## src/rtl/rev_alu_pkg.sv

```systemverilog
// Shared encodings for the reversible-gate scheduler: output selects, FSM
// states and the width of the completed-response counter.
package rev_alu_pkg;

  localparam logic [1:0] SEL_P   = 2'b00;
  localparam logic [1:0] SEL_Q   = 2'b01;
  localparam logic [1:0] SEL_R   = 2'b10;
  localparam logic [1:0] SEL_ILL = 2'b11;

  localparam int DONE_W = 16;

  typedef enum logic [1:0] {
    IDLE = 2'd0,
    WAIT = 2'd1,
    RESP = 2'd2
  } state_t;

endpackage

```

## src/rtl/rev_gate_scheduler_rr_arbiter.sv

```systemverilog
// Combinational round-robin arbiter: one-hot grant to the first requester
// found after last_grant, wrapping around.
module rr_arbiter #(
  parameter  int NREQ = 2,
  localparam int IDW  = $clog2(NREQ)
) (
  input  logic [NREQ-1:0] req,
  input  logic [IDW-1:0]  last_grant,
  output logic [NREQ-1:0] grant
);

  logic           found;
  logic [IDW-1:0] idx;

  always_comb begin
    grant = '0;
    found = 1'b0;
    idx   = '0;
    for (int off = 1; off <= NREQ; off++) begin
      idx = IDW'((int'(last_grant) + off) % NREQ);
      if (!found && req[idx]) begin
        grant[idx] = 1'b1;
        found      = 1'b1;
      end
    end
  end

endmodule

```

## src/rtl/rev_gate_scheduler.sv

```systemverilog
// Time-shares one external registered reversible gate among NREQ requesters:
// round-robin accept, wait out the gate latency, return one selected output.
module rev_gate_scheduler
  import rev_alu_pkg::*;
#(
  parameter  int W        = 32,
  parameter  int NREQ     = 2,
  parameter  int GATE_LAT = 1,
  localparam int IDW      = $clog2(NREQ)
) (
  input  logic              clk,
  input  logic              rst_n,
  input  logic [NREQ-1:0]   req_valid,
  output logic [NREQ-1:0]   req_ready,
  input  logic [NREQ*W-1:0] req_a,
  input  logic [NREQ*W-1:0] req_b,
  input  logic [NREQ*2-1:0] req_sel,
  output logic [W-1:0]      gate_a,
  output logic [W-1:0]      gate_b,
  input  logic [W-1:0]      gate_p,
  input  logic [W-1:0]      gate_q,
  input  logic [W-1:0]      gate_r,
  output logic              resp_valid,
  input  logic              resp_ready,
  output logic [W-1:0]      resp_data,
  output logic [IDW-1:0]    resp_id,
  output logic              resp_err,
  output logic              busy,
  output logic [DONE_W-1:0] done_cnt
);

  // Counter wide enough for GATE_LAT, never zero bits wide (GATE_LAT may be 0).
  localparam int CW = $clog2(GATE_LAT + 2);

  state_t         state;
  logic [IDW-1:0] last_grant;
  logic [IDW-1:0] id_q;
  logic [1:0]     sel_q;
  logic [CW-1:0]  cnt;
  logic [NREQ-1:0] grant;
  logic [IDW-1:0] gidx;

  function automatic logic [W-1:0] pick(input logic [1:0] sel,
                                        input logic [W-1:0] p,
                                        input logic [W-1:0] q,
                                        input logic [W-1:0] r);
    case (sel)
      SEL_P:   pick = p;
      SEL_Q:   pick = q;
      SEL_R:   pick = r;
      default: pick = '0;
    endcase
  endfunction

  rr_arbiter #(.NREQ(NREQ)) u_arb (
    .req        (req_valid),
    .last_grant (last_grant),
    .grant      (grant)
  );

  always_comb begin
    gidx = '0;
    for (int i = 0; i < NREQ; i++) begin
      if (grant[i]) gidx = IDW'(i);
    end
  end

  assign req_ready = (state == IDLE) ? grant : '0;
  assign busy      = (state != IDLE);

  always_ff @(posedge clk or negedge rst_n) begin
    if (!rst_n) begin
      state      <= IDLE;
      last_grant <= IDW'(NREQ - 1);
      id_q       <= '0;
      sel_q      <= '0;
      cnt        <= '0;
      gate_a     <= '0;
      gate_b     <= '0;
      resp_valid <= 1'b0;
      resp_data  <= '0;
      resp_id    <= '0;
      resp_err   <= 1'b0;
      done_cnt   <= '0;
    end else begin
      case (state)
        IDLE: begin
          if (|grant) begin
            gate_a <= req_a[gidx*W +: W];
            gate_b <= req_b[gidx*W +: W];
            sel_q  <= req_sel[gidx*2 +: 2];
            id_q   <= gidx;
            cnt    <= CW'(GATE_LAT);
            state  <= WAIT;
          end
        end
        WAIT: begin
          if (cnt == '0) begin
            resp_data  <= pick(sel_q, gate_p, gate_q, gate_r);
            resp_err   <= (sel_q == SEL_ILL);
            resp_id    <= id_q;
            resp_valid <= 1'b1;
            state      <= RESP;
          end else begin
            cnt <= cnt - 1'b1;
          end
        end
        RESP: begin
          if (resp_ready) begin
            resp_valid <= 1'b0;
            last_grant <= id_q;
            done_cnt   <= done_cnt + 1'b1;
            state      <= IDLE;
          end
        end
        default: state <= IDLE;
      endcase
    end
  end

endmodule

```

## config.mk

```make
export PLATFORM = sky130hd
export DESIGN_NAME = rev_gate_scheduler
export DESIGN_NICKNAME = d
export VERILOG_FILES = /design/src/rtl/rev_alu_pkg.sv /design/src/rtl/rev_gate_scheduler_rr_arbiter.sv /design/src/rtl/rev_gate_scheduler.sv
export SDC_FILE = /design/constraint.sdc
export NUM_CORES = 1
export LEC_CHECK = 0
export CAP_MARGIN = 30
export CORE_AREA = 2 2 135 137
export DETAILED_ROUTE_END_ITERATION = 6
export DIE_AREA = 0 0 137 139
export GPL_TIMING_DRIVEN = 0
export PLACE_DENSITY = 0.81
export SKIP_CTS_REPAIR_TIMING = 1
export SYNTH_ARGS = -nofsm -noshare
export SYNTH_HDL_FRONTEND = slang
export SYNTH_SLANG_ARGS = --single-unit
```

## constraint.sdc

```tcl
create_clock -name clk -period 1.3 [get_ports clk]
set_input_delay 0.195 -clock clk [delete_from_list [all_inputs] [get_ports clk]]
set_output_delay 0.195 -clock clk [all_outputs]
set_load 0.1 [all_outputs]
```

After elaboration in Yosys (flattened, before gate mapping). Cells that the tools add are included. Widths: inputs -> output; s select.

Output and inout bits: 118. Logic and storage cells: 73. Flip-flop bits (word level): 123. Input bits: 233.

Multiplexer cells: 23. Reductions and logical operators: 17. Add/subtract/negate cells: 4. Magnitude comparators: 4. Shifts and indexed selects: 3. Equality and inequality tests: 9. Bitwise gates (word level): 1.

Operators by type and width (number): $shiftx 64x7->32 (2); $pmux 32 s3 (1); $add 16x1->16 const B (1); $mux 2 (7); $mux 1 (10); $reduce_and 3->1 (3); $eq 2x2->1 const B (3); $logic_not 2->1 (3); $ne 2x2->1 const B (3); $pmux 2 s3 (1); $reduce_and 2->1 (3); $reduce_bool 2->1 (3); $eq 2x1->1 const B (2); $lt 1x2->1 const B (2); $pmux 2 s2 (1); $shiftx 4x3->2 (1); $logic_and 1x1->1 (3); $add 1x1->1 const B (2); $demux 1 s1 (2); $ge 1x1->1 const B (2); $ne 2x1->1 const B (1); $or 2x2->2 (1); $pmux 1 s2 (1); $reduce_or 2->1 (1); 2 further kinds (2).

Longest topological paths before layout.
Depth in word-level cells: 11. Mapped depth: 7. Depth with buffers taken out: 5.

Modules after synthesis. Synthesis repeated with hierarchy kept, for this count alone.

Cell total of the unflattened synthesis: 602. Area total of the unflattened synthesis: 5985.7 µm².

Modules (own cells, without submodules): rev_gate_scheduler (area each 5967.0 µm², sequential area each 3079.2 µm², cells each 599, instances 1); rr_arbiter (area each 18.8 µm², sequential area each 0.0 µm², cells each 3, instances 1).

Worst setup path before layout. OpenSTA, ideal clock, no wires.

Kind: register to output. Start point: reg state[1]. End point: out req_ready[0]. Setup slack: -1.053 ns. Stages on the path, launching flop included: 4. Buffers on the path: 0. Arrival time: 2.158 ns. Cell sequence: dfrtp_1 -> nor2_1 -> nand2_1 -> a21oi_1.

Cells in the longest elaborated chain, start to end: 2.

RTL lines: from (decl) (RTL line rev_gate_scheduler.sv:35) `state_t state;`; from (signal assigned) (RTL line rev_gate_scheduler.sv:73) `state <= IDLE;`; from (signal assigned) (RTL line rev_gate_scheduler.sv:94) `state <= WAIT;`; from (signal assigned) (RTL line rev_gate_scheduler.sv:103) `state <= RESP;`; $logic_not 2->1 (RTL line rev_gate_scheduler.sv:68) `assign req_ready = (state == IDLE) ? grant : '0;`; $mux 2 (RTL line rev_gate_scheduler.sv:68); to (decl) (RTL line rev_gate_scheduler.sv:14) `output logic [NREQ-1:0] req_ready,`.

No other way between the ends.

Worst setup path in the final report. Ends and elaborated chain as after synthesis.

==> run metrics <==
Slew @ Worst Pin=0.606 ns; core box area=17,700 sq um; Worst-Skew Late Latency=0.41 ns; RSZ-0062 raised after global routing=yes; # DRC=0; HP Class=in -> async; FF+latch count, synth=123; crit-path max FO=5; Synth area leaders=dfrtp_1 52%, mux2i_1 17%, a21oi_1 8.5%, nor2_1 6.7%, nand2_1 3.0%; die extent in x=137 microns; DPL Wire Length=16,200 microns; sequential share of the synthesized area=0.522; Reg power frac=0.178; Setup WS pre-CTS=-1.55 ns; largest area contributor in the netlist=dfrtp_1; mux cell area share after synthesis=0.168; # rows=49; Crit path required time=1.11 ns; post-synth top area share=0.517; Pre-antenna DRT Iters=4; initial antenna violation count=0; Initial Utilization=0.334; slowest CP cell=dfrtp_2; maximum root-to-sink buffer count=2; PwrDens=3080 nW/um^2; Adder-Cell Fraction of Synth Area=0.00424; largest family of logic cells by synthesized area=multiplexers; WP data arrival=1.50 ns; Cell Int Power=17,500 uW; Setup Crit Path Kind=reg -> out; final worst path period need=1.69 ns; area fraction in compound gates after synthesis=0.120; I/O Pins=351; XOR/XNOR Fraction of Synth Area=0.0223; Port Buf Inserts=350; clock power share=0.138; Reg-to-Reg End=gate_b[10]$_DFFE_PN0P_; CTS tree=built; Synth Instances=601; Critical Path Start Type=flop; Netlist Area Pre-Place=5900 sq um; ant diodes=0; worst path cell trace=nor2_4 > nand2_2 > a21oi_4 > buf_12; Fmax achieved=590 MHz; LEAKAGE=0.00540 uW; most common cell after layout, fill and taps aside=clkdlybuf4s50_1; vias in the first global route=5,992; Hold Fails Final Rpt=0; final clock skew=0.00802 ns; Largest stage delay, worst path=0.44 ns; vias post-DR=6,201; # setup viols final=135; GR Util All Layers=0.218; Synthesized Nets=836; Sink Count=123; FF-to-FF path depth=7; GRT Residual Overflow=0; Power Total=38,100 uW; sw frac=0.540; routed wire length=24,000 microns; crit path capture type=output pin; antenna-violating nets left=0; Clock Pin Slew Worst Setup and Hold Paths=0.06 ns; DR vias/cell=4.88; Comb power frac=0.684; setup ws final=-0.394 ns; Ys Warns=0; Fin Hold WS=0.366 ns; Net Sw Power=20,600 uW; most frequent cells in the layout=230 x clkdlybuf4s50_1, 107 x dfrtp_1, 99 x buf_4; GPL Wtd Cong=0.835; DR WL/cell=18.8 microns; 1st-iter DRT viols=216; Die Y=139 microns; cell family with most CP delay=flip-flops; layout cells sized above 1=0.415; global-route wire length before repair=32,000 microns; final non-filler cell total=1,271; CTS H-tree depth=4; fin crit share=1.30; utilization after layout=0.701; syn avg cell area=9.82 sq um; r2r startpoint=state[1]$_DFFE_PN0P_; failing checks=negative setup slack; Yosys cell types=33; die area=19,000 sq um; max-slew violations=0; Rel. slew slack=0.596; CTS Root Cell=clkbuf_16; largest net degree at the start of global routing=64; max_cap viols=0; cts bufs inserted=17; outcome=finished, violations left; Worst VDD drop=2.05 mV; flop2flop setup slack=-0.27 ns; nets=1,264; Inst Count DP=1,183; crit path buf inv count=1; simple-gate share of the synthesized area=0.124; area growth from synthesis to layout=110%; # fillers=1,266
## registers in the layout (all words and copies together) (netlist names)
signal / flops
gate_a: 32
gate_b: 32
resp_data: 32
done_cnt: 16
cnt: 2
sel_q: 2
state: 2
id_q: 1
last_grant: 1
resp_err: 1
resp_id: 1
resp_valid: 1
## Yosys cell counts (all sizes together)
library cell,instances
o21ai,35
and4,1
or2b,1
dfstp,1
nand2,47
nand3,6
mux2i,98
a21oi,100
a21boi,1
nand3b,2
inv,7
xnor2,9
nand4,2
clkbuf,9
nor3b,1
nor2,105
mux2,1
or2,1
nor2b,1
dfrtp,122
a21o,1
o21a,1
and3,2
ha,2
or3,1
a22o,1
nor3,4
buf,32
xor2,6
and2,1
## per-stage QoR
stage / setup TNS (ns) / area, sq um
floorplan: -1.98 / 6040
global placement: -703.43 / 9830
detailed placement: -102.45 / 9910
CTS: -132.76 / 10600
global route: -31.08 / 12400
finish: -21.79 / 12400
## cells by family (layout without fill, tap and decap cells)
logic type | after synthesis | count (layout)
buffers and inverters | 48 | 489
flip-flops | 123 | 123
adder cells (fa/ha/maj) | 2 | 2
AO/OA/AOI/OAI | 139 | 139
XOR/XNOR | 15 | 15
AND/OR/NAND/NOR | 175 | 175
multiplexers | 99 | 99
## power by group through the flow
| stage | logic, uW | registers [uW] | clock network, uW |
|---|---|---|---|
| 2_1_floorplan | 4730 | 16900 | 0 |
| 3_3_place_gp | 20600 | 6430 | 0 |
| 3_5_place_dp | 21000 | 6490 | 0 |
| 4_1_cts | 21100 | 6450 | 5340 |
| 5_1_grt | 27100 | 6960 | 5520 |
| 6_report | 26000 | 6780 | 5270 |
## cell type report
type / instances / area, sq um / area share
inverters: 7 / 26.3 / 0.00212
clock inverters: 14 / 218 / 0.0176
clock buffers: 18 / 439 / 0.0355
plain buffers: 41 / 536 / 0.0433
well taps: 229 / 287 / 0.0232
repair buffers: 409 / 4360 / 0.352
multi-input cells: 430 / 3380 / 0.273
flip-flops and latches: 123 / 3130 / 0.253
## how the worst max path moves through the flow
| stage | from | to | slack (ns) | cells after the start |
|---|---|---|---|---|
| 2_1_floorplan | done_cnt[0]$_DFFE_PN0P_ | done_cnt[15]$_DFFE_PN0P_ | -0.25 | 4 |
| 3_3_place_gp | rst_n | done_cnt[9]$_DFFE_PN0P_ | -5.68 | 1 |
| 3_5_place_dp | req_valid[1] | req_ready[1] | -1.55 | 5 |
| 4_1_cts | req_valid[1] | req_ready[1] | -1.56 | 5 |
| 5_1_grt | state[1]$_DFFE_PN0P_ | req_ready[0] | -0.46 | 4 |
| 6_report | state[1]$_DFFE_PN0P_ | req_ready[0] | -0.39 | 4 |
## routing by layer
metal,share of wire,track usage,vias to the layer above
met4,0.018,0.0657,0
met1,0.37,0.257,3030
met2,0.54,0.379,223
met3,0.072,0.0669,33
li1,-,-,2915
met5,0,0,-
Power figures use the tool's default switching activity.
